## config.mk

```make
export PLATFORM = sky130hd
export DESIGN_NAME = bsg_link_ddr_rx_assembler
export DESIGN_NICKNAME = d
export VERILOG_FILES = /design/src/rtl/bsg_link_ddr_rx_assembler.sv
export SDC_FILE = /design/constraint.sdc
export NUM_CORES = 1
export LEC_CHECK = 0
export ABC_AREA = 1
export CORE_ASPECT_RATIO = 1.75
export CORE_MARGIN = 2
export CORE_UTILIZATION = 57
export CTS_BUF_LIST = sky130_fd_sc_hd__clkbuf_4
export DETAILED_ROUTE_END_ITERATION = 16
export PLACE_DENSITY = 0.86
export SYNTH_ARGS = -nofsm -noshare
export SYNTH_HDL_FRONTEND = slang
export SYNTH_SLANG_ARGS = --single-unit
```

## constraint.sdc

```tcl
create_clock -name core_clk_i -period 2.5 [get_ports core_clk_i]
set_clock_uncertainty 0.05 [all_clocks]
set_input_delay 0.5 -clock core_clk_i [delete_from_list [all_inputs] [get_ports core_clk_i]]
set_output_delay 0.5 -clock core_clk_i [all_outputs]
set_load 0.05 [all_outputs]
```

## src/rtl/bsg_link_ddr_rx_assembler.sv

```systemverilog
// bsg_link_ddr_rx_assembler: deskews per-channel DDR words, decodes comma encoding,
// gathers beats into width_p-bit packets and returns credit as token toggles.
module bsg_link_ddr_rx_assembler #(
   parameter int width_p = 16,
   parameter int channel_width_p = 8,
   parameter int num_channels_p = 1,
   parameter int use_extra_data_bit_p = 0,
   parameter int use_encode_p = 0,
   parameter int lg_credit_to_token_decimation_p = 3,
   parameter int ch_fifo_els_p = 2
) (
   input  logic                                            core_clk_i,
   input  logic                                            core_link_reset_i,
   input  logic [num_channels_p-1:0]                       core_ch_valid_i,
   input  logic [num_channels_p-1:0][2*channel_width_p+1:0] core_ch_data_i,
   output logic [num_channels_p-1:0]                       core_ch_ready_o,
   output logic [width_p-1:0]                              core_data_o,
   output logic                                            core_valid_o,
   input  logic                                            core_ready_i,
   output logic [num_channels_p-1:0]                       core_token_r_o
);
   localparam int cw_lp = channel_width_p;
   localparam int ddr_width_lp = 2*cw_lp + use_extra_data_bit_p;
   localparam int beat_width_lp = ddr_width_lp*num_channels_p;
   localparam int piso_ratio_lp = width_p/beat_width_lp;
   localparam int beat_cnt_w_lp = piso_ratio_lp > 1 ? $clog2(piso_ratio_lp) : 1;
   localparam int ptr_w_lp = ch_fifo_els_p > 1 ? $clog2(ch_fifo_els_p) : 1;
   localparam int occ_w_lp = $clog2(ch_fifo_els_p+1);
   localparam int tok_w_lp = lg_credit_to_token_decimation_p;

   logic [num_channels_p-1:0] nonempty;
   logic [num_channels_p-1:0][ddr_width_lp-1:0] head_dec;
   logic beat, last_beat;
   logic valid_q, valid_d;
   logic [beat_cnt_w_lp-1:0] beat_cnt_q, beat_cnt_d;
   logic [width_p-1:0] sipo_q, sipo_d, data_q, data_d, assembled;

   // A beat needs every channel present and room in the output register.
   assign beat = (&nonempty) & (~valid_q | core_ready_i);

   for (genvar i = 0; i < num_channels_p; i++) begin : ch
      logic [2*cw_lp+1:0] mem_q [ch_fifo_els_p];
      logic [ptr_w_lp-1:0] wptr_q, wptr_d, rptr_q, rptr_d;
      logic [occ_w_lp-1:0] occ_q, occ_d;
      logic [tok_w_lp-1:0] tok_cnt_q, tok_cnt_d;
      logic token_q, token_d;
      logic [cw_lp:0] top;
      logic [cw_lp-1:0] bottom;
      logic nonzero, enq;
      logic [1:0] unused_bits;
      assign core_ch_ready_o[i] = occ_q < occ_w_lp'(ch_fifo_els_p);
      assign enq = core_ch_valid_i[i] & core_ch_ready_o[i];
      assign nonempty[i] = occ_q != '0;
      assign core_token_r_o[i] = token_q;
      assign {top, nonzero, bottom} = mem_q[rptr_q];
      assign unused_bits = {top[cw_lp], nonzero};
      // A zero-bottom comma carries only its upper half; the low half is restored as zeros.
      assign head_dec[i] = (use_encode_p != 0 && !nonzero)
         ? {top[ddr_width_lp-cw_lp-1:0], bottom[cw_lp/2-1], bottom[cw_lp-2:cw_lp/2], {(cw_lp/2){1'b0}}}
         : {top[ddr_width_lp-cw_lp-1:0], bottom};
      always_comb begin
         wptr_d = enq ? (wptr_q == ptr_w_lp'(ch_fifo_els_p-1) ? '0 : wptr_q + ptr_w_lp'(1)) : wptr_q;
         rptr_d = beat ? (rptr_q == ptr_w_lp'(ch_fifo_els_p-1) ? '0 : rptr_q + ptr_w_lp'(1)) : rptr_q;
         occ_d = occ_q + occ_w_lp'(enq) - occ_w_lp'(beat);
         tok_cnt_d = beat ? tok_cnt_q + tok_w_lp'(1) : tok_cnt_q;
         token_d = token_q ^ (beat & (&tok_cnt_q));
      end
      always_ff @(posedge core_clk_i) begin
         if (core_link_reset_i) begin
            wptr_q <= '0;
            rptr_q <= '0;
            occ_q <= '0;
            tok_cnt_q <= '0;
            token_q <= 1'b0;
         end else begin
            wptr_q <= wptr_d;
            rptr_q <= rptr_d;
            occ_q <= occ_d;
            tok_cnt_q <= tok_cnt_d;
            token_q <= token_d;
         end
         if (enq) mem_q[wptr_q] <= core_ch_data_i[i];
      end
   end

   assign last_beat = beat_cnt_q == beat_cnt_w_lp'(piso_ratio_lp-1);

   always_comb begin
      assembled = sipo_q;
      for (int k = 0; k < piso_ratio_lp; k++)
         if (beat_cnt_q == beat_cnt_w_lp'(k)) assembled[k*beat_width_lp +: beat_width_lp] = head_dec;
      beat_cnt_d = beat ? (last_beat ? '0 : beat_cnt_q + beat_cnt_w_lp'(1)) : beat_cnt_q;
      sipo_d = beat ? assembled : sipo_q;
      data_d = (beat & last_beat) ? assembled : data_q;
      valid_d = (beat & last_beat) | (valid_q & ~core_ready_i);
   end

   always_ff @(posedge core_clk_i) begin
      if (core_link_reset_i) begin
         beat_cnt_q <= '0;
         sipo_q <= '0;
         data_q <= '0;
         valid_q <= 1'b0;
      end else begin
         beat_cnt_q <= beat_cnt_d;
         sipo_q <= sipo_d;
         data_q <= data_d;
         valid_q <= valid_d;
      end
   end

   assign core_data_o = data_q;
   assign core_valid_o = valid_q;
endmodule

```

* Word-level counts from Yosys, hierarchy flattened
Memories as Yosys holds them, arrays and structs flattened. A register that Yosys moved wholly into a read port is not among the register bits. Index checks and enable logic that the tools add are counted.
Storage, ports and cells: memories kept 1, bits in writable memories 36, word-level logic and storage cells 38, ROM bits 0, input bits 22, output and inout port bits 19, bits in latches 0, register bits 42
Memories:
- ch[0].mem_q | words 2, bits a word 18, rd ports 1, clocked after memory_dff 1, write ports 1, line 42 | logic [2*cw_lp+1:0] mem_q [ch_fifo_els_p];
Cells by class: $mul 0, bitwise logic cells 11, shift operators 0, $add $sub $neg 6, div/mod/pow operators 0, order comparisons 1, mux-type cells 8, eq/ne operators 0, reduce and logical (&&, ||, !) cells 2
Operator list (count):
- 2-to-1 mux 16 bit | 1
- 2-to-1 mux 1 bit | 7
- bitwise AND 1 bit | 5
- adder 1 bit (second input constant) | 3
- adder 3 x 1 -> 3 bit (second input constant) | 1
- inverter 1 bit | 3
- AND reduction 3 bit | 1
- adder 2 x 1 -> 2 bit | 1
- less-than comparator 2 bit (second input constant) | 1
- bitwise OR 1 bit | 2
- nonzero test 2 bit | 1
- subtractor 2 x 1 -> 2 bit | 1
- XOR 1 bit | 1

* Depth between registers and ports, before layout
Gate-level depths: netlist of run 1.
depth after elaboration 5, depth in mapped cells 10, gate-level depth less buffers 9

* Least setup slack after synthesis of run 1
Ideal clock, no wire load.
path type reg-to-reg, start point register ch[0].occ_q[1], end point memory ch[0].mem_q[1][0] (netlist name) (enable), data required time 2.060 ns, stages on the path, launching flop included 4, setup slack 0.626 ns, period minus slack after synthesis 1.874 ns, arrival time 1.434 ns, path through dfxtp_1 -> inv_2 -> nand2_1 -> nor2_1
On the way: longest elaborated chain between the ends 4
RTL lines:
- from (decl) | line 44 | logic [occ_w_lp-1:0] occ_q, occ_d;
- from (signal assigned) | line 72 | occ_q <= '0;
- from (signal assigned) | line 78 | occ_q <= occ_d;
- less-than comparator 2 bit | line 51 | assign core_ch_ready_o[i] = occ_q < occ_w_lp'(ch_fifo_els_p);
- via core_ch_ready_o | line 16 | output logic [num_channels_p-1:0] core_ch_ready_o,
- bitwise AND 1 bit | line 52 | assign enq = core_ch_valid_i[i] & core_ch_ready_o[i];
- 2-to-1 mux 1 bit | line 82 | if (enq) mem_q[wptr_q] <= core_ch_data_i[i];
- 2-to-1 mux 1 bit (not written as such) | line 82
- to (decl) | line 42
The timed path passes the listed nets, and every way through them passes these cells.

* Worst setup path after layout of run 1
start point register ch[0].occ_q[1], end point output core_ch_ready_o
On the way: longest elaborated chain between the ends 1
RTL lines (line):
- less-than comparator 2 bit | 51
- to (decl) | 16
Every way passes these cells.

==> metrics.cfg, run 1 <==
[pwr]
vdd_drop_max_mv=0.776
switching_share=0.418
power_frac_seq=0.420
p_sw_w=0.00145
intPower_w=0.00202
combPwrFrac=0.422
p_leak_nw=1.06
p_clk_frac=0.158
p_per_area_nw_per_um2=1300

[route]
dr.pass1.iters=4
viasPerCell=4.97
wl_per_cell_um=11.6
wirelength_mm=3.47
drcViolationCount=0
drtAntennaViolNets=0
drt_iter0_markers=20
vias=1491

[placed_design]
dp.cells=284
dpl-instance-area_um2=2560
place.gp.congestion=0.759
dpl.hpwl_mm=2.38
io_buffers=38

[sta]
relSlewSlack=0.434
hold_violations=0
timing.fmax_ghz=0.461
rsz0062_at_grt=false
fin_crit_sh=0.868
post-route-min-period_ns=2.17
maxSlewViolCount=0
setup_violations=0
worstMarginPinSlew_ns=0.848
fin_tns_setup_ns=0
hold_ws_ns=0.414

[yosys]
yosys-top-cells-area=edfxtp_1, dfxtp_1, o21ai_0
syn_nets=232
seq_area_frac_synth=0.682
synth_flop_cell=edfxtp_1
synth_most_common_cell=nor2_1
async_flop_share=0
synth-edff-count=32
synth_top_cell_by_area=edfxtp_1
synth_warnings=0
synthCells=207
synth.avg_cell_area_um2=10.5
synth_area_um2=2170
synth_seq_cells=58
netlist.area_leader.share=0.442
synth_common_cells=nor2_1, o21ai_0, edfxtp_1, dfxtp_1, inv_1
synthDistinctLibCells=23

[floorplanning]
die_area_um2=4340
die_h_um=85.7
num_rows=29
core_um2=3630
io_pins=41
start_util=0.599
die_w_um=50.7

[worst_setup_path]
slowest_delay_ns=0.81
cp.required_ns=1.95
crit_family=buffers and inverters
worstSetupPathType=flop to output port
arrival_ns=1.62
critPathBufInv=2
endpoint_kind=output port
worstSetupStartpointType=flop
path_max_fanout=6
path_cells=inv_2 > clkdlybuf4s50_1
crit_path_top_delay_cell=clkdlybuf4s50_1

[cells_and_area]
layoutNonFillerInstCount=300
final_core_util=0.738
fin_nets=274
postLayoutCellArea_um2=2680
drive_above_1_share=0.0787
n_antenna_cell=0
syn_to_final_growth_pct=23.2

[clock_tree]
clock_sink_count=58
clock_latency_ns=0.38
cts_buffer_depth=2
cts_tree=built
postCtsHoldBufs=0
post_cts_buffers=0
path_clk_slew_ns=0.08
h-tree-depth=3
numCtsBuffers=9
ctsResizeCount=0
cts_root_buf=clkbuf_4

[global_route]
grt_first_pass_wirelength_mm=6.07
antenna_found_initial=0
grt_pass1_vias=1435
grt_usage=0.190
grt_max_degree=33
overflow=0

[hold_path]
hp-class=flop to flop

[flow_run]
cap_violations=0

[outcome]
status=completed

==> worst paths after layout <==
kind / from / endpoint / slack [ns] / depth (start not counted)
min: ch[0].rptr_q / ch[0].rptr_q / 0.41 / 1
max reg2reg: flop / core_data_o[5] / 0.95 / 3
min reg2reg: ch[0].rptr_q / ch[0].rptr_q / 0.41 / 1
max: ch[0].occ_q[1] / core_ch_ready_o / 0.33 / 2
==> logic make-up after synthesis <==
logic type,Yosys count,share of synthesized area
fa+ha+maj,3,0.0173
buf+inv,34,0.0714
xor+xnor,1,0.00403
flops,58,0.682
compound gates,43,0.0996
simple gates,68,0.126
==> placed cells by master, fill, tap and decap left out, types with 2 or more instances in the layout <==
cell,instances
inv_1,23
inv_2,2
o21ai_1,2
dfxtp_1,26
clkbuf_4,14
nand2_1,22
nor2_1,40
ha_1,3
buf_4,2
a21oi_1,6
edfxtp_1,32
clkinv_1,2
clkdlybuf4s50_1,38
o21ai_0,34
==> power groups by stage <==
stage | sequential [W] | clock [W] | combinational [W]
2_1_floorplan | 0.00189 | 0 | 0.000669
3_3_place_gp | 0.00147 | 0 | 0.00143
3_5_place_dp | 0.00148 | 0 | 0.00147
4_1_cts | 0.00146 | 0.000558 | 0.00148
5_1_grt | 0.00150 | 0.000604 | 0.00160
6_report | 0.00146 | 0.000546 | 0.00146
==> metrics by stage <==
stage                     worst slack [ns]  total power (W)
after global routing                 0.266          0.00370
after global placement               0.433          0.00290
after detailed placement             0.402          0.00296
after CTS                            0.311          0.00349
after floorplan                      0.626          0.00256
final                                0.330          0.00347
==> worst register-to-register path: cells and delay by family (launching register included) <==
family | cells | cell delay (ns)
flops | 1 | 0.88
compound gates | 2 | 0.47
simple gates | 1 | 0.05
==> area by class of cell <==
| type | count | area (µm²) |
|---|---|---|
| clock inverters | 2 | 7.51 |
| inverters | 25 | 93.8 |
| well taps | 46 | 57.6 |
| clock buffers | 14 | 105 |
| multi-input cells | 115 | 537 |
| flip-flops and latches | 58 | 1480 |
| fillers | 272 | 951 |
| repair buffers | 40 | 395 |
==> metal layers <==
layer / GRT usage / vias up / wire, µm
met5: 0 / - / 0
met4: 0.106 / 0 / 127
met3: 0.0627 / 12 / 124
met2: 0.317 / 34 / 1870
met1: 0.210 / 677 / 1350
li1: - / 768 / -
==> registers in the layout (all words and copies together), names as in the netlist, named ones only <==
| register | count |
|---|---|
| ch.occ_q | 2 |
| core_data_o | 14 |
| ch.rptr_q | 1 |
| core_token_r_o | 1 |
| core_valid_o | 1 |
| sipo_q | 2 |
| ch.mem_q | 32 |
| ch.tok_cnt_q | 3 |
| ch.wptr_q | 1 |
Note: power is estimated with default switching activity, not from simulation.
==> inputs of run 2 (changes only) <==
Settings changed: CORE_UTILIZATION 57 to 50, PLACE_DENSITY 0.86 to 0.77.
==> run 2 against run 1 <==
Count of clock-buffer cells in the layout shrank 3; largest power group unchanged; via count is 2.5% lower; sequential cell count stayed put; clock power is 6.8% lower; combinational power barely moved; critical endpoint unchanged; largest cell class unchanged; critical path depth stayed put; cell area barely moved.
==> metrics.cfg, run 2 (synthesis results as in run 1) <==
[clock_tree]
post_cts_buffers=0  ; unchanged
clock_sink_count=58  ; unchanged
h-tree-depth=3  ; unchanged
numCtsBuffers=9  ; unchanged
cts_root_buf=clkbuf_4
postCtsHoldBufs=0  ; unchanged
cts_buffer_depth=2  ; unchanged
path_clk_slew_ns=0.10  ; +0.02 ns
ctsResizeCount=0  ; unchanged
clock_latency_ns=0.38  ; about the same
cts_tree=built

[outcome]
status=completed

[cells_and_area]
n_antenna_cell=0  ; unchanged
largest_reg_flops=32  ; unchanged
postLayoutCellArea_um2=2680  ; about the same
top_register=ch.mem_q
layout_commonest_cell=nor2_1
drive_above_1_share=0.0784  ; -0.000309
layout_common_cells=nor2_1, clkdlybuf4s50_1, o21ai_0
syn_to_final_growth_pct=23.3  ; about the same
fin_nets=275  ; +0.36%

[sta]
fin_crit_sh=0.875  ; +0.00644
timing.fmax_ghz=0.457  ; -0.74%
fin_tns_setup_ns=0  ; unchanged
relSlewSlack=0.446  ; +0.0121
post-route-min-period_ns=2.19  ; +0.0161 ns
hold_violations=0  ; unchanged
worstMarginPinSlew_ns=0.830  ; -0.0182 ns
rsz0062_at_grt=false
maxSlewViolCount=0  ; unchanged
setup_violations=0  ; unchanged

[global_route]
grt_usage=0.164  ; -0.0258
grt_pass1_vias=1366  ; -4.8%
grt_max_degree=33  ; unchanged
antenna_found_initial=0  ; unchanged
overflow=0  ; unchanged
grt_first_pass_wirelength_mm=5.64  ; -7.1%

[floorplanning]
die_area_um2=4910  ; +13%
die_w_um=53.8  ; +6.2%
core_um2=4150  ; +14%
die_h_um=91.2  ; +6.5%
io_pins=41  ; unchanged
start_util=0.524  ; -0.0753
num_rows=31  ; +6.9%

[flow_run]
cap_violations=0  ; unchanged

[route]
drtAntennaViolNets=0  ; unchanged
viasPerCell=4.78  ; -3.8%
wirelength_mm=3.33  ; -4.0%
dr.pass1.iters=5  ; +1
vias=1453  ; -2.5%
wl_per_cell_um=10.9  ; -5.3%
drt_iter0_markers=40  ; +100%
drcViolationCount=0  ; unchanged

[placed_design]
dpl-instance-area_um2=2580  ; +0.44%
dpl.hpwl_mm=2.28  ; -4.3%
io_buffers=38  ; unchanged
place.gp.congestion=0.756  ; -0.38%

[worst_setup_path]
worstSetupPathType=flop to output port
cp.required_ns=1.95  ; about the same
arrival_ns=1.64  ; +0.02 ns
worstSetupStartpointType=flop
path_max_fanout=6  ; unchanged
endpoint_kind=output port

[pwr]
p_per_area_nw_per_um2=1270  ; -1.8%
vdd_drop_max_mv=0.698  ; -10%
p_leak_nw=1.06  ; about the same

[hold_path]
hp-class=flop to flop

## run 2: changes by cell type in the layout (fill, tap and decap cells not counted), sizes merged
| cell | delta |
|---|---|
| clkbuf | -3 |
| buf | +1 |
| clkinv | +3 |
## run 2: worst max-delay path, stage by stage, from the launching register on
cell	delay [ns]
dfxtp_1	0.33
inv_2	0.10
clkdlybuf4s50_1	0.82
## run 2: final timing paths
| path | from | endpoint | slack (ns) | depth (start not counted) |
|---|---|---|---|---|
| max | ch[0].occ_q[1] | core_ch_ready_o | 0.31 | 2 |
| min | core_token_r_o | core_token_r_o | 0.43 | 2 |
| max reg2reg | flop | core_data_o[13] | 0.96 | 3 |
| min reg2reg | core_token_r_o | core_token_r_o | 0.43 | 2 |
## run 2: layout make-up
type	instances	area [µm²]
clock buffer	11	82.6
clock inverter	5	21.3
fill	348	1470
inverter	25	93.8
multi-input combinational	115	537
sequential	58	1480
tap	49	61.3
timing repair buffer	41	403
## run 2: through the flow
step                      total power (W)  utilization  hold WS (ns)  std cells  setup WS [ns]
after floorplan                   0.00256            -         0.375        207          0.626
after global placement            0.00290        0.621         0.385        288          0.453
after detailed placement          0.00294        0.621         0.408        288          0.379
after CTS                         0.00346        0.646         0.425        304          0.294
after global routing              0.00367        0.646         0.447        304          0.261
final                             0.00341        0.646         0.429        304          0.314
## run 2: metal layers
metal	vias to the layer above	GRT usage	routed length, µm
li1	771	-	-
met1	641	0.174	1370
met4	0	0.0897	91
met3	10	0.0658	142
met5	-	0	0
met2	31	0.265	1730
## run 2: power breakdown
part | total (W) | switching (W) | internal, W
Combinational | 0.00145 | 0.000974 | 0.000475
Sequential | 0.00145 | 0.000162 | 0.00129
Clock | 0.000509 | 0.000295 | 0.000214
==> inputs of run 3 (changes only) <==
Settings changed: CAP_MARGIN set to 30, PLACE_DENSITY 0.77 to not set, PLACE_DENSITY_LB_ADDON set to 0.3.
==> run 3 against run 2 <==
Critical endpoint unchanged; register-to-register slack worse by 0.03 ns; core utilization increased by 1.8 points; combinational power is essentially flat; cell area increased by 2.8%; highest routed layer unchanged; sequential share of layout area shrank 1.5 points; wire length up 7.4%; sequential cell count unchanged; via count increased by 2.5%; non-clock buffer count down 1.
==> metrics.cfg, run 3 (synthesis results as in run 1) <==
[global_route]
overflow=0  ; unchanged
antenna_found_initial=0  ; unchanged
grt_max_degree=33  ; unchanged
grt_first_pass_wirelength_mm=5.81  ; +3.1%
grt_usage=0.169  ; +0.00424
grt_pass1_vias=1383  ; +1.2%

[hold_path]
hp-class=flop to flop

[floorplanning]
start_util=0.524  ; unchanged
die_area_um2=4910  ; unchanged
die_w_um=53.8  ; unchanged
io_pins=41  ; unchanged
num_rows=31  ; unchanged
core_um2=4150  ; unchanged
die_h_um=91.2  ; unchanged

[worst_setup_path]
path_max_fanout=6  ; unchanged
arrival_ns=1.62  ; -0.02 ns
cp.required_ns=1.95  ; about the same
worstSetupPathType=flop to output port
endpoint_kind=output port
worstSetupStartpointType=flop

[clock_tree]
ctsResizeCount=0  ; unchanged
numCtsBuffers=9  ; unchanged
cts_buffer_depth=2  ; unchanged
cts_tree=built
cts_root_buf=clkbuf_4
clock_latency_ns=0.38  ; about the same
path_clk_slew_ns=0.09  ; about the same
clock_sink_count=58  ; unchanged
postCtsHoldBufs=0  ; unchanged
post_cts_buffers=0  ; unchanged
h-tree-depth=3  ; unchanged

[cells_and_area]
syn_to_final_growth_pct=26.7
layout_common_cells=nor2_1, clkdlybuf4s50_1, o21ai_0
final_core_util=0.664  ; +0.0178
drive_above_1_share=0.0827  ; +0.00425
n_antenna_cell=0  ; unchanged
layout_commonest_cell=nor2_1
fin_nets=274  ; -0.36%
largest_reg_flops=32  ; unchanged
nFillCells=321  ; -7.8%
top_register=ch.mem_q

[placed_design]
dp_slack_ns=0.403  ; +0.0239 ns
dpl.hpwl_mm=2.33  ; +2.4%
place.gp.congestion=0.746  ; -1.2%
io_buffers=38  ; unchanged

[sta]
relSlewSlack=0.421  ; -0.0256
setup_violations=0  ; unchanged
setup_ws_ns=0.331  ; +0.0177 ns
hold_ws_ns=0.403  ; -0.0252 ns
fin_tns_setup_ns=0  ; unchanged
timing.fmax_ghz=0.461  ; +0.82%
worstMarginPinSlew_ns=0.868  ; +0.0384 ns
post-route-min-period_ns=2.17  ; -0.0177 ns
rsz0062_at_grt=false
hold_violations=0  ; unchanged
maxSlewViolCount=0  ; unchanged
fin_crit_sh=0.867  ; -0.00710

[pwr]
power_frac_seq=0.388  ; -0.038
p_leak_nw=1.09  ; +2.9%
vdd_drop_max_mv=1.16  ; +67%
intPower_w=0.00229  ; +16%
power_w=0.00376  ; +10%
p_clk_frac=0.226  ; +0.077
p_sw_w=0.00147  ; +2.6%
switching_share=0.391  ; -0.0291
combPwrFrac=0.385  ; -0.040
p_per_area_nw_per_um2=1360  ; +7.3%

[flow_run]
cap_violations=0  ; unchanged

[route]
drt_iter0_markers=41  ; +2.5%
dr.pass1.iters=4  ; -1
wl_per_cell_um=11.8  ; +7.8%
viasPerCell=4.92  ; +2.9%
vias=1490  ; +2.5%
wirelength_mm=3.57  ; +7.4%
drtAntennaViolNets=0  ; unchanged
drcViolationCount=0  ; unchanged

[outcome]
status=completed

[run 3: cell types whose count changed in the layout (fill, tap and decap cells not counted), sizes merged]
| cell | before | now |
|---|---|---|
| buf | 3 | 2 |
| bufinv | 0 | 3 |
| clkinv | 5 | 2 |
[run 3: final cells by class]
type                    count  area [µm²]  area share
clock inverters             5         103      0.0373
well taps                  49        61.3      0.0223
clock buffers              11        82.6      0.0300
multi-input cells         115         537       0.195
flip-flops and latches     58        1480       0.538
inverters                  25        93.8      0.0341
repair buffers             40         395       0.144
[run 3: path summary, 6_finish.rpt]
kind                     end  slack [ns]  cells after the start            from
min                     flop        0.40                      1    ch[0].rptr_q
max          core_ch_ready_o        0.33                      2  ch[0].occ_q[1]
min reg2reg             flop        0.40                      1    ch[0].rptr_q
max reg2reg       sipo_q[15]        0.93                      3            flop
[run 3: power by group through the flow]
stage,combinational [W],clock [W],sequential (W)
3_5_place_dp,0.00146,0,0.00149
2_1_floorplan,0.000669,0,0.00189
4_1_cts,0.00147,0.000868,0.00146
3_3_place_gp,0.00143,0,0.00147
5_1_grt,0.00161,0.000909,0.00149
6_report,0.00145,0.000851,0.00146
[run 3: per-stage QoR]
step	area, µm²	std cells
5_1_grt	2750	303
3_5_place_dp	2570	287
4_1_cts	2750	303
6_report	2750	303
2_1_floorplan	2170	207
3_3_place_gp	2570	287
[run 3: worst max-delay path, stage by stage (launching register included)]
cell	delay, ns
dfxtp_1	0.33
inv_2	0.10
clkdlybuf4s50_1	0.82
[run 3: routing by layer]
metal	global-route usage	share of wire
met1	0.165	0.37
met4	0.0833	0.018
met3	0.0641	0.042
met5	0	0
met2	0.291	0.57
